File: config.mk
export PLATFORM = sky130hd
export DESIGN_NAME = data_mem_stage
export DESIGN_NICKNAME = d
export VERILOG_FILES = /design/src/rtl/mips_pkg.sv /design/src/rtl/dmem_ram.sv /design/src/rtl/data_mem_stage.sv
export SDC_FILE = /design/constraint.sdc
export NUM_CORES = 2
export LEC_CHECK = 0
export BUFFER_PORTS_ARGS = -buffer_cell sky130_fd_sc_hd__buf_2
export CAP_MARGIN = 25
export CELL_PAD_IN_SITES_DETAIL_PLACEMENT = 1
export CELL_PAD_IN_SITES_GLOBAL_PLACEMENT = 2
export CORE_MARGIN = 5
export CORE_UTILIZATION = 53
export DETAILED_ROUTE_END_ITERATION = 8
export GPL_TIMING_DRIVEN = 0
export PLACE_DENSITY = 0.82
export RECOVER_POWER = 100
export SYNTH_ARGS = -nofsm -noshare
export SYNTH_HDL_FRONTEND = slang
export SYNTH_HIERARCHICAL = 1
export SYNTH_SLANG_ARGS = --single-unit
File: constraint.sdc
create_clock -name Clock -period 9.9 [get_ports Clock]
set_input_delay 1.98 -clock Clock [delete_from_list [all_inputs] [get_ports Clock]]
set_output_delay 1.98 -clock Clock [all_outputs]
set_load 0.01 [all_outputs]
File: src/rtl/mips_pkg.sv
// Shared constants, FSM state encoding and request payload for the data-memory stage.
package mips_pkg;

  localparam int unsigned DATA_W      = 32;
  localparam int unsigned CNT_W       = 4;
  localparam int unsigned DEF_ADDR_W  = 6;
  localparam int unsigned DEF_LATENCY = 2;

  typedef enum logic [1:0] {
    IDLE = 2'd0,
    BUSY = 2'd1,
    DONE = 2'd2
  } state_e;

  // Payload latched when a legal access is accepted.
  typedef struct packed {
    logic              is_write;
    logic [DATA_W-1:0] wdata;
  } mem_req_t;

endpackage

File: src/rtl/dmem_ram.sv
// Single-port synchronous data RAM, 2**ADDR_W x 32, registered read, no reset.
// Ports:
//   clk   - clock
//   we    - write enable (writes wdata to mem[addr])
//   re    - read enable (loads mem[addr] into rdata, otherwise rdata holds)
//   addr  - word index
//   wdata - write data
//   rdata - registered read data
module dmem_ram
  import mips_pkg::*;
#(
  parameter int unsigned ADDR_W = DEF_ADDR_W
) (
  input  logic              clk,
  input  logic              we,
  input  logic              re,
  input  logic [ADDR_W-1:0] addr,
  input  logic [DATA_W-1:0] wdata,
  output logic [DATA_W-1:0] rdata
);

  localparam int unsigned DEPTH = 2 ** ADDR_W;

  logic [DATA_W-1:0] mem [DEPTH];

  // Storage and read register carry no reset.
  always_ff @(posedge clk) begin
    if (we) begin
      mem[addr] <= wdata;
    end
    if (re) begin
      rdata <= mem[addr];
    end
  end

endmodule

File: src/rtl/data_mem_stage.sv
// MIPS data-memory stage: checks legality of load/store requests, stalls the
// pipeline for LATENCY busy cycles per access, and muxes the write-back data.
// Ports:
//   Clock    - system clock, rising edge
//   Reset    - asynchronous active-low reset
//   MemRead  - load request
//   MemWrite - store request
//   MemtoReg - write-back select (1 = loaded data, 0 = ALU result)
//   Result   - ALU result / byte address
//   b_data   - store data
//   data     - register-file write-back data (combinational)
//   Stall    - pipeline freeze (combinational)
//   AddrErr  - registered one-cycle illegal-access pulse
module data_mem_stage
  import mips_pkg::*;
#(
  parameter int unsigned ADDR_W  = DEF_ADDR_W,
  parameter int unsigned LATENCY = DEF_LATENCY
) (
  input  logic              Clock,
  input  logic              Reset,
  input  logic              MemRead,
  input  logic              MemWrite,
  input  logic              MemtoReg,
  input  logic [DATA_W-1:0] Result,
  input  logic [DATA_W-1:0] b_data,
  output logic [DATA_W-1:0] data,
  output logic              Stall,
  output logic              AddrErr
);

  state_e             state_q, state_d;
  logic [CNT_W-1:0]   cnt_q, cnt_d;
  mem_req_t           req_q;
  logic [ADDR_W-1:0]  idx_q;
  logic [DATA_W-1:0]  rdata_q;
  logic [DATA_W-1:0]  ram_rdata;
  logic [ADDR_W-1:0]  ram_addr_c;
  logic [ADDR_W-1:0]  idx_c;
  logic               req_c;
  logic               legal_c;
  logic               accept_c;
  logic               finish_c;
  logic               ram_we_c;
  logic               ram_re_c;

  // Legality: one strobe only, word aligned, inside the RAM.
  assign req_c   = MemRead | MemWrite;
  assign legal_c = (MemRead ^ MemWrite) && (Result[1:0] == 2'b00) &&
                   ((Result >> (ADDR_W + 2)) == '0);
  assign idx_c   = Result[ADDR_W+1:2];

  // Next state, counter and stall.
  always_comb begin
    state_d  = state_q;
    cnt_d    = cnt_q;
    Stall    = 1'b0;
    accept_c = 1'b0;
    finish_c = 1'b0;
    case (state_q)
      IDLE: begin
        if (legal_c) begin
          Stall    = 1'b1;
          accept_c = 1'b1;
          cnt_d    = CNT_W'(LATENCY - 1);
          state_d  = BUSY;
        end
      end
      BUSY: begin
        Stall = 1'b1;
        if (cnt_q == '0) begin
          finish_c = 1'b1;
          state_d  = DONE;
        end else begin
          cnt_d = cnt_q - CNT_W'(1);
        end
      end
      DONE: begin
        state_d = IDLE;
      end
      default: begin
        state_d = IDLE;
      end
    endcase
  end

  // The RAM read is launched at acceptance so its registered output is stable
  // by the BUSY->DONE edge; only one access is ever in flight, so no write can
  // intervene. Stores commit only on the BUSY->DONE edge.
  assign ram_re_c   = accept_c & MemRead;
  assign ram_we_c   = finish_c & req_q.is_write;
  assign ram_addr_c = accept_c ? idx_c : idx_q;

  // Control state with asynchronous reset.
  always_ff @(posedge Clock or negedge Reset) begin
    if (!Reset) begin
      state_q <= IDLE;
      cnt_q   <= '0;
      rdata_q <= '0;
      AddrErr <= 1'b0;
    end else begin
      state_q <= state_d;
      cnt_q   <= cnt_d;
      AddrErr <= (state_q == IDLE) && req_c && !legal_c;
      if (finish_c && !req_q.is_write) begin
        rdata_q <= ram_rdata;
      end
    end
  end

  // Request payload; no reset needed since it is only used after acceptance.
  always_ff @(posedge Clock) begin
    if (accept_c) begin
      idx_q          <= idx_c;
      req_q.is_write <= MemWrite;
      req_q.wdata    <= b_data;
    end
  end

  dmem_ram #(
    .ADDR_W(ADDR_W)
  ) u_ram (
    .clk  (Clock),
    .we   (ram_we_c),
    .re   (ram_re_c),
    .addr (ram_addr_c),
    .wdata(req_q.wdata),
    .rdata(ram_rdata)
  );

  // Write-back select.
  assign data = MemtoReg ? rdata_q : Result;

endmodule

==> flow_metrics.tcl <==
set metrics [dict create \
    all_layer_gr_usage_pct 33.45 \
    num_clock_sinks 2158 \
    timing.critical_path.from_type "input pin" \
    hold_depth 1 \
    syn_inst 4439 \
    most_common_cell_after_layout_fill_and_taps_aside "edfxtp_1" \
    num_rows 144 \
    route.vias.total 50030 \
    ys_types 71 \
    slew-limit-headroom_pct -68.53 \
    mappedNetlistArea_sq_um 82520 \
    layout_worst_path_cycle_share_pct 91.08 \
    totalNegativeSetupSlack_ps 0 \
    setup_slack_ps 883.3 \
    initial_cell_density_of_the_core_pct 53.44 \
    hold_violations 0 \
    drc 0 \
    r2r-end "u_ram/mem[10][5]$_DFFE_PP_" \
    timing.reg2reg.setup_slack_ps 2310 \
    worstReg2RegStart "state_q[0]$_DFFE_PN0P_" \
    clockBufferDepth 3 \
    post_synthesis_sequential_area_ratio_pct 78.22 \
    cts_repair_resize_count 0 \
    clk_latency_ps 840 \
    timing.critical_path.arrival_ps 9470 \
    vdd_drop_max_mv 0.1986 \
    top_level_ports 103 \
    status "finished, violations left" \
    failing_checks "capacitance limit, slew limit" \
    route.detailed.wl_per_inst_microns 38.63 \
    critPathCapture "u_ram/mem[10][5]$_DFFE_PP_" \
    cts-root-buf "clkbuf_16" \
    skew_ps 30.45 \
    synthesis.yosys.warnings 6 \
    postLayoutCellArea_sq_um 94430 \
    reg2reg_depth 14 \
    critPathKind "in2reg" \
    chipWidth_microns 404.6 \
    buffer_ports.inserted 101 \
    timing.fmax_mhz 110.9 \
    final_cell_mix "2113 x edfxtp_1, 341 x clkbuf_1, 259 x mux2i_1, 219 x clkbuf_16, 207 x mux2_2" \
    die-area_sq_um 163700 \
    tritoncts.num_buffers 212 \
    synth_fp_nets 4511 \
    final_net_count 4996 \
    finish.cell_count_without_fillers 7154 \
    synth_async_sr_flop_share_pct 1.807 \
    postRouteAntennaNets 0 \
    area_growth_pct 14.44 \
    post_cts_buffers 0 \
    finalCriticalPeriod_ps 9017 \
    clk_pin_slew_ps 60 \
    post-place-ws_ps 720.6 \
    postPlaceCellArea_sq_um 89570 \
    cap_viol_max_count 50 \
    first_pass_grt_wire_length_microns 387600 \
    synth_edf_count 2113 \
    timing.hold.worst.class "reg2reg" \
    worst_slew_pin_slew_ps 2519 \
    place.detailed.instances 6746 \
    startpoint "MemWrite" \
    timing.critical_path.to_type "flip-flop" \
    final-max-slew-violation-count 1008 \
    grt_setup_unrepaired "false" \
    largest_net_degree_at_the_start_of_global_routing 43 \
    ys_dominant_reg_cell "edfxtp_1" \
    power_leakage_uw 0.02978 \
    cts.htree.levels 4 \
    share_of_post_route_cells_with_drive_strength_above_1_pct 17.65 \
    postCtsHoldBufs 0 \
    number_of_global_route_vias_before_repair 50980 \
    globalplace.congestion 0.9194 \
    firstDrtPassIters 7 \
    vias_per_cell 6.993 \
    synth_seq_cells 2158 \
    antenna_found_initial 23 \
    critical_path_required_ps 10350 \
    fillCellCount 13240 \
    timing.final.setup_violations 0 \
    path_max_fanout 42 \
    coreArea_sq_um 154400 \
    die-height_microns 404.6 \
    power.density_cell_area_nw_per_um2 187.9 \
    drt_iter0_markers 8038 \
    routed_wl_microns 276400 \
    cts_tree "yes" \
    dp_hpwl_microns 187000 \
    synthesis.area_per_instance_sq_um 18.59 \
    grt_overflow 0 \
]
==> power breakdown <==
part / total, uW / switching [uW] / internal, uW
Clock: 7830 / 3440 / 4390
Sequential: 9870 / 0.0780 / 9870
Combinational: 47.0 / 26.8 / 20.2
Total: 17700 / 3470 / 14300
==> stage by stage <==
stage / power [uW] / util, % / hold WS, ps
after detailed placement: 10120 / 58.01 / 465.7
after CTS: 17810 / 62.32 / 488.5
final: 17750 / 61.16 / 480.9
after global placement: 10120 / 55.42 / 458.4
after floorplan: 10080 / - / 439.0
after global routing: 18250 / 61.14 / 504.5
==> layout make-up <==
type,instances,area (sq um),share of cell area [%]
tap,2044,2557,2.708
antenna,10,25.02,0.02650
multi-input combinational,1968,16850,17.84
inverter,7,26.28,0.02782
clock inverter,115,929.6,0.9844
buffer,306,1349,1.428
sequential,2158,64550,68.35
timing repair buffer,271,2419,2.561
clock buffer,275,5731,6.068
==> synth_stat cells (all sizes together) (14+ instances only) <==
library cell | count | area, sq um
a2111oi | 15 | 131.4
a211oi | 17 | 127.6
a21oi | 121 | 605.6
a221o | 15 | 150.1
a221oi | 175 | 1533
a222oi | 16 | 160.2
a22o | 66 | 578.1
a22oi | 188 | 1411
a31oi | 43 | 269.0
and3 | 85 | 531.8
buf | 136 | 726.9
clkbuf | 170 | 641.9
dfrtp | 39 | 975.9
edfxtp | 2113 | 63450
mux2 | 217 | 2455
mux2i | 259 | 2592
mux4 | 96 | 2162
nand2 | 33 | 123.9
nand2b | 21 | 131.4
nand3 | 55 | 275.3
nor2 | 147 | 551.8
nor3 | 26 | 135.1
nor4 | 20 | 167.7
o21ai | 86 | 430.4
o22a | 70 | 613.1
o22ai | 94 | 588.1
o2bb2ai | 15 | 131.4
or4 | 15 | 112.6
or4b | 14 | 140.1
==> critical path, stage by stage <==
cell	delay, ps
clkbuf_1	110
inv_1	50
ha_1	260
nor4b_1	320
nand4_1	250
nor4_4	660
buf_6	510
mux2_1	410
buf_2	270
buf_2	320
buf_2	320
buf_2	350
buf_2	350
clkbuf_1	380
nor2b_1	350
nand2_1	300
nor2_1	1260
clkbuf_2	900
==> per-layer routing <==
layer	up-vias	share of wire, %	GRT usage [%]
li1	19400	-	-
met1	26060	36	44.88
met2	3788	46	51.56
met3	778	13	9.993
met4	4	5.0	14.11
met5	-	0.011	0
==> flip-flops by register name (all words and copies together), names as in the netlist <==
name	flops
state_q	2
u_ram/rdata	32
rdata_q	32
req_q	33
cnt_q	4
u_ram/mem	2048
AddrErr	1
idx_q	6
==> cells by family after synthesis <==
logic type,count (synthesis),share of synthesized area (%)
DFF,2158,78.22
adders and majority gates,3,0.04549
xor gates and xnor gates,1,0.01062
AOI/OAI and AO/OA,938,8.331
and+or+nand+nor,454,2.963
buffers and inverters,313,1.691
muxes,572,8.737
==> worst min path at each step <==
stage / from / to / slack [ps]
after floorplan: u_ram/rdata[5]$_DFFE_PP_ / rdata_q[5]$_DFFE_PN0P_ / 440
after global placement: u_ram/rdata[6]$_DFFE_PP_ / rdata_q[6]$_DFFE_PN0P_ / 460
after detailed placement: u_ram/rdata[29]$_DFFE_PP_ / rdata_q[29]$_DFFE_PN0P_ / 470
after CTS: u_ram/rdata[31]$_DFFE_PP_ / rdata_q[31]$_DFFE_PN0P_ / 490
after global routing: u_ram/rdata[4]$_DFFE_PP_ / rdata_q[4]$_DFFE_PN0P_ / 500
final: u_ram/rdata[31]$_DFFE_PP_ / rdata_q[31]$_DFFE_PN0P_ / 480
Power figures use the tool's default switching activity.
